File: config.mk
export PLATFORM = sky130hd
export DESIGN_NAME = ahb_slave_if_param
export DESIGN_NICKNAME = d
export VERILOG_FILES = /design/src/rtl/ahb_apb_pkg.sv /design/src/rtl/ahb_addr_decoder.sv /design/src/rtl/ahb_slave_if_param.sv
export SDC_FILE = /design/constraint.sdc
export NUM_CORES = 1
export LEC_CHECK = 0
export CAP_MARGIN = 20
export CORE_MARGIN = 2
export CORE_UTILIZATION = 25
export DETAILED_ROUTE_END_ITERATION = 10
export PLACE_DENSITY_LB_ADDON = 0.05
export SETUP_SLACK_MARGIN = 0.3
export SLEW_MARGIN = 20
export SYNTH_ARGS = -nofsm -noshare
export SYNTH_HDL_FRONTEND = slang
export SYNTH_SLANG_ARGS = --single-unit
File: constraint.sdc
create_clock -name hclk -period 1.73 [get_ports hclk]
set_clock_uncertainty 0.05 [all_clocks]
set_input_delay 0.346 -clock hclk [delete_from_list [all_inputs] [get_ports hclk]]
set_output_delay 0.346 -clock hclk [all_outputs]
set_load 0.02 [all_outputs]
File: src/rtl/ahb_apb_pkg.sv
// Shared AHB/APB bridge definitions: transfer type and response encodings,
// the error-response state type and a small transfer-qualification helper.
package ahb_apb_pkg;

  localparam logic [1:0] HTRANS_IDLE   = 2'b00;
  localparam logic [1:0] HTRANS_BUSY   = 2'b01;
  localparam logic [1:0] HTRANS_NONSEQ = 2'b10;
  localparam logic [1:0] HTRANS_SEQ    = 2'b11;

  localparam logic [1:0] HRESP_OKAY  = 2'b00;
  localparam logic [1:0] HRESP_ERROR = 2'b01;

  typedef enum logic [1:0] {
    ERR_IDLE = 2'd0,
    ERR_ERR1 = 2'd1,
    ERR_ERR2 = 2'd2
  } err_state_e;

  // Only NONSEQ and SEQ carry a real transfer; IDLE and BUSY are ignored.
  function automatic logic htrans_active(input logic [1:0] htrans);
    return (htrans == HTRANS_NONSEQ) || (htrans == HTRANS_SEQ);
  endfunction

endpackage

File: src/rtl/ahb_addr_decoder.sv
// Combinational decode of an AHB address into NUM_SLV equal, contiguous APB
// regions starting at BASE_ADDR; produces a range flag and a one-hot select.
module ahb_addr_decoder
  import ahb_apb_pkg::*;
#(
  parameter int                ADDR_W    = 32,
  parameter int                NUM_SLV   = 3,
  parameter logic [ADDR_W-1:0] BASE_ADDR = 32'h8000_0000,
  parameter logic [ADDR_W-1:0] SLV_SIZE  = 32'h0400_0000
) (
  input  logic [ADDR_W-1:0]  haddr,
  output logic               in_range,
  output logic [NUM_SLV-1:0] temp_sel
);

  // Extra headroom bits so the region limit itself cannot wrap.
  localparam int               EXT_W = ADDR_W + 4;
  localparam logic [EXT_W-1:0] LIMIT = EXT_W'(BASE_ADDR) + EXT_W'(NUM_SLV) * EXT_W'(SLV_SIZE);
  localparam int               SHIFT = $clog2(SLV_SIZE);

  if (NUM_SLV < 1 || NUM_SLV > 8) begin : g_bad_num_slv
    $error("ahb_addr_decoder: NUM_SLV must be in 1..8");
  end
  if ((SLV_SIZE == '0) || ((SLV_SIZE & (SLV_SIZE - 1'b1)) != '0)) begin : g_bad_size
    $error("ahb_addr_decoder: SLV_SIZE must be a power of two");
  end
  if (LIMIT > (EXT_W'(1) << ADDR_W)) begin : g_overflow
    $error("ahb_addr_decoder: BASE_ADDR + NUM_SLV*SLV_SIZE overflows ADDR_W");
  end

  logic [ADDR_W-1:0] offset;
  logic [ADDR_W-1:0] slot;

  always_comb begin
    offset   = haddr - BASE_ADDR;
    slot     = offset >> SHIFT;
    in_range = (EXT_W'(haddr) >= EXT_W'(BASE_ADDR)) && (EXT_W'(haddr) < LIMIT);
    temp_sel = '0;
    for (int i = 0; i < NUM_SLV; i++) begin
      if (in_range && (slot == ADDR_W'(i))) temp_sel[i] = 1'b1;
    end
  end

endmodule

File: src/rtl/ahb_slave_if_param.sv
// AHB-side front end of the AHB2APB bridge: decode, transfer qualification,
// address/control pipeline, data-phase write capture and HREADYOUT/HRESP.
// Define AHB_SLV_ERR_RESP_EN to answer unmapped transfers with a two-cycle ERROR.
module ahb_slave_if_param
  import ahb_apb_pkg::*;
#(
  parameter int                ADDR_W     = 32,
  parameter int                DATA_W     = 32,
  parameter int                NUM_SLV    = 3,
  parameter logic [ADDR_W-1:0] BASE_ADDR  = 32'h8000_0000,
  parameter logic [ADDR_W-1:0] SLV_SIZE   = 32'h0400_0000,
  parameter int                PIPE_DEPTH = 2
) (
  input  logic                         hclk,
  input  logic                         hresetn,
  input  logic                         hready_in,
  input  logic [1:0]                   htrans,
  input  logic                         hwrite,
  input  logic [ADDR_W-1:0]            haddr,
  input  logic [DATA_W-1:0]            hwdata,
  input  logic [DATA_W-1:0]            pr_data,
  input  logic                         apb_ready,
  output logic                         valid,
  output logic [NUM_SLV-1:0]           temp_sel,
  output logic [PIPE_DEPTH*ADDR_W-1:0] haddr_q,
  output logic [PIPE_DEPTH-1:0]        hwrite_q,
  output logic [NUM_SLV-1:0]           sel_q,
  output logic [DATA_W-1:0]            hwdata_q,
  output logic                         hready_out,
  output logic [1:0]                   hresp,
  output logic [DATA_W-1:0]            hr_data
);

  if (PIPE_DEPTH < 1) begin : g_bad_depth
    $error("ahb_slave_if_param: PIPE_DEPTH must be at least 1");
  end

  logic in_range;
  logic active;
  logic err_hit;

  ahb_addr_decoder #(
    .ADDR_W    (ADDR_W),
    .NUM_SLV   (NUM_SLV),
    .BASE_ADDR (BASE_ADDR),
    .SLV_SIZE  (SLV_SIZE)
  ) u_addr_decoder (
    .haddr    (haddr),
    .in_range (in_range),
    .temp_sel (temp_sel)
  );

  assign active  = hready_in && htrans_active(htrans);
  assign valid   = active && in_range;
  assign hr_data = pr_data;

`ifdef AHB_SLV_ERR_RESP_EN
  assign err_hit = active && !in_range;
`else
  assign err_hit = 1'b0;
`endif

  // Address/control pipeline and data-phase capture; everything freezes while hready_in is low.
  logic [ADDR_W-1:0]     addr_pipe_q [PIPE_DEPTH];
  logic [ADDR_W-1:0]     addr_pipe_d [PIPE_DEPTH];
  logic [PIPE_DEPTH-1:0] hwrite_d;
  logic [NUM_SLV-1:0]    sel_d;
  logic [DATA_W-1:0]     hwdata_d;
  logic                  wr_pend_q;
  logic                  wr_pend_d;

  always_comb begin
    addr_pipe_d = addr_pipe_q;
    hwrite_d    = hwrite_q;
    sel_d       = sel_q;
    hwdata_d    = hwdata_q;
    wr_pend_d   = wr_pend_q;
    if (hready_in) begin
      addr_pipe_d[0] = haddr;
      hwrite_d[0]    = hwrite;
      for (int k = 1; k < PIPE_DEPTH; k++) begin
        addr_pipe_d[k] = addr_pipe_q[k-1];
        hwrite_d[k]    = hwrite_q[k-1];
      end
      sel_d     = valid ? temp_sel : '0;
      wr_pend_d = valid && hwrite;
      if (wr_pend_q) hwdata_d = hwdata;
    end
  end

  always_ff @(posedge hclk or negedge hresetn) begin
    if (!hresetn) begin
      for (int k = 0; k < PIPE_DEPTH; k++) addr_pipe_q[k] <= '0;
      hwrite_q  <= '0;
      sel_q     <= '0;
      hwdata_q  <= '0;
      wr_pend_q <= 1'b0;
    end else begin
      addr_pipe_q <= addr_pipe_d;
      hwrite_q    <= hwrite_d;
      sel_q       <= sel_d;
      hwdata_q    <= hwdata_d;
      wr_pend_q   <= wr_pend_d;
    end
  end

  for (genvar g = 0; g < PIPE_DEPTH; g++) begin : g_addr_flat
    assign haddr_q[g*ADDR_W +: ADDR_W] = addr_pipe_q[g];
  end

  // Response FSM; an unmapped transfer wins over APB back-pressure.
  err_state_e state_q;

  always_ff @(posedge hclk or negedge hresetn) begin
    if (!hresetn) begin
      state_q    <= ERR_IDLE;
      hready_out <= 1'b1;
      hresp      <= HRESP_OKAY;
    end else begin
      case (state_q)
        ERR_IDLE: begin
          if (err_hit) begin
            state_q    <= ERR_ERR1;
            hready_out <= 1'b0;
            hresp      <= HRESP_ERROR;
          end else begin
            hready_out <= apb_ready;
            hresp      <= HRESP_OKAY;
          end
        end
        ERR_ERR1: begin
          state_q    <= ERR_ERR2;
          hready_out <= 1'b1;
          hresp      <= HRESP_ERROR;
        end
        ERR_ERR2: begin
          state_q    <= ERR_IDLE;
          hready_out <= apb_ready;
          hresp      <= HRESP_OKAY;
        end
        default: begin
          state_q    <= ERR_IDLE;
          hready_out <= 1'b1;
          hresp      <= HRESP_OKAY;
        end
      endcase
    end
  end

endmodule

==> impl_metrics.py <==
metrics = {
    "worst_hold_path": {
        "min_from": "haddr[28]",
        "whs_endpoint": "haddr_q[28]",
        "hp-class": "input port to flip-flop",
        "hold_depth": 2,
    },
    "yosys": {
        "synth_flop_cell": "dfrtp_1",
        "synthMuxAreaShare_pct": 26.7,
        "synth_edf_count": 0,
        "synthDistinctLibCells": 18,
        "synthTopCellsByArea": "dfrtp_1, mux2_2, buf_4",
        "postSynthAreaPerCell_sq_um": 15.5,
        "synthAdderAreaFrac_pct": 0,
        "synthSimpleGateAreaFrac_pct": 1.69,
        "syn_area_sq_mm": 0.00414,
        "synth-seq-area-share_pct": 62.3,
        "synth_compound_area_share_pct": 1.21,
        "synth_common_cells": "dfrtp_1, mux2_2, buf_4",
        "syn_inst": 267,
        "ys_seq_elements": 103,
        "synth_top_family_by_area": "multiplexers",
        "synth_largest_area_cell": "dfrtp_1",
        "synth_xor_area_share_pct": 0,
        "synth_top_area_share_pct": 61.7,
        "yosysWarningCount": 0,
        "synth.most_common_cell": "dfrtp_1",
        "synthArstFlopShare_pct": 100,
    },
    "route": {
        "drtPass1Iterations": 3,
        "viasPerCell": 4.10,
        "post-route-drc-count": 0,
        "num_vias": 2679,
        "ant_nets": 0,
        "drtIter0Drc": 48,
        "wl_microns": 9630,
        "routedWlPerCell_microns": 14.8,
    },
    "critical_path": {
        "r2r_cells": 3,
        "timing.rr.start": "wr_pend_q",
        "worst-path-max-fanout": 6,
        "critical_path_class": "input port to output port",
        "required_ps": 1330,
        "start_kind": "input port",
        "r2r_slack_ps": 460,
        "cp.arrival_ps": 1330,
        "r2r_end": "hwdata_q[27]",
        "end_kind": "output port",
    },
    "pwr": {
        "p_leak_nw": 2.79,
        "irDropWorstVdd_uv": 567,
        "p_total_mw": 6.59,
        "p_per_area_mw_per_mm2": 1060,
    },
    "global_routing": {
        "overflow": 0,
        "grtUsageTotal_pct": 11.4,
        "grt_pass1_wl_microns": 15500,
        "grt_max_degree": 51,
        "antenna_found_initial": 1,
        "grt_pass1_vias": 2767,
    },
    "timing": {
        "setup_tns_ps": 0,
        "slew_viol_final": 0,
        "fmax_ghz": 0.581,
        "hold_viol": 0,
        "setup_viol": 0,
        "period_share_pct": 99.6,
        "rsz0062_at_grt": "true",
        "finalWorstSetupSlack_ps": 7.49,
        "period_needed_ps": 1720,
    },
    "clock_tree": {
        "tritoncts": "built",
        "clkLatencyLatePin_ps": 340,
        "clock-sinks": 103,
        "clock-root-buffer": "clkbuf_16",
        "clkTransAtPathRegs_ps": 70,
        "cts_made_buffers": 9,
        "h-tree-depth": 3,
        "clk_path_buf_depth": 2,
    },
    "placement": {
        "numPortBuffers": 175,
        "routabilityCongestion": 0.703,
        "dp_hpwl_microns": 6770,
        "dp_slack_ps": -855,
    },
    "status": {
        "status": "complete, no violations",
    },
    "die": {
        "start_util_pct": 25.2,
        "io-pin-count": 243,
        "dieArea_sq_mm": 0.0176,
        "rows": 47,
        "die_width_microns": 133,
        "coreArea_sq_mm": 0.0164,
        "fp.dieH_microns": 133,
    },
    "job": {
        "drv_cap": 0,
    },
    "cells_and_area": {
        "drive_above_1_share_pct": 57.2,
        "layout.nets": 530,
        "area.growth.synth_to_final_pct": 49.5,
    },
}
[logic make-up after synthesis]
group / after synthesis
buffers and inverters: 49
other: 1
DFF: 103
and+or+nand+nor: 12
AOI/OAI and AO/OA: 4
muxes: 98
[worst max-delay path, cell delays in order]
cell and delay, ps:
buf_6 90, or4b_4 600, nor3_4 150, buf_6 140
[stage by stage]
stage	instance area [sq um]	util [%]	instances	hold WS, ps
2_1_floorplan	4170	-	268	0.409
3_3_place_gp	6050	36.8	634	233
3_5_place_dp	6050	36.8	634	226
4_1_cts	6440	39.3	651	169
5_1_grt	6180	37.7	652	175
6_report	6180	37.7	653	192
[placed cells by master, fill, tap and decap left out]
cell | Yosys | final
dfrtp_1 | 102 | 102
mux2_2 | 95 | 95
clkdlybuf4s50_1 | 0 | 61
clkdlybuf4s15_2 | 0 | 44
buf_2 | 10 | 37
clkbuf_2 | 0 | 21
buf_4 | 34 | 16
clkbuf_16 | 0 | 9
buf_6 | 1 | 6
nand2b_1 | 4 | 4
buf_12 | 0 | 4
inv_1 | 3 | 3
mux2_1 | 3 | 3
bufinv_16 | 0 | 3
nor2_2 | 0 | 2
nand2_1 | 2 | 2
nor3_4 | 0 | 2
o32ai_1 | 2 | 2
o41ai_2 | 2 | 2
conb_1 | 1 | 2
clkinv_2 | 0 | 2
dlygate4sd2_1 | 0 | 2
clkdlybuf4s15_1 | 0 | 2
diode_2 | 0 | 1
or4b_4 | 1 | 1
and2_1 | 1 | 1
clkinvlp_4 | 0 | 1
clkbuf_8 | 0 | 1
dlygate4sd3_1 | 0 | 1
dfstp_2 | 1 | 1
[worst max path at each step]
stage / endpoint / startpoint / slack, ps
CTS: temp_sel[0] / haddr[28] / -50
floorplan: valid / haddr[30] / 60
detailed placement: valid / haddr[30] / -850
finish: temp_sel[0] / haddr[29] / 7
global placement: valid / haddr[30] / -850
global route: temp_sel[0] / haddr[29] / -20
[power breakdown]
part | internal, mW | switching [mW] | leakage (nW) | total (mW)
clock | 1.45 | 0.881 | 0.168 | 2.33
combinational | 0.690 | 0.705 | 1.36 | 1.40
sequential | 2.70 | 0.159 | 1.27 | 2.86
total | 4.84 | 1.75 | 2.79 | 6.59
[layer usage]
layer  GRT usage (%)  vias to the layer above  wire, microns
met2            16.2                      136           4070
li1                -                     1206              -
met5               0                        -              0
met4            5.44                        0            203
met1            14.4                     1322           4350
met3            5.40                       15           1010
[registers in the layout, summed over array words and instances (netlist names)]
register / count
sel_q: 3
haddr_q: 64
hwrite_q: 2
hready_out: 1
hwdata_q: 32
wr_pend_q: 1
[repair_timing]
item,CTS,global route
endpoints found under the hold margin,22,0
pin swaps,5,2
hold buffers,1,0
resized for setup,334,52
endpoints found under the setup margin,110,53
buffers inserted,0,1
[final cells by class]
class / count / area, sq um
Inverter: 3 / 11.3
Tap cell: 220 / 275
Fill cell: 1605 / 10200
Clock inverter: 6 / 108
Clock buffer: 10 / 239
Antenna cell: 1 / 2.50
Multi-Input combinational cell: 116 / 1260
Timing Repair Buffer: 194 / 1710
Sequential cell: 103 / 2580
No activity file was read; power rests on OpenSTA's default activity.
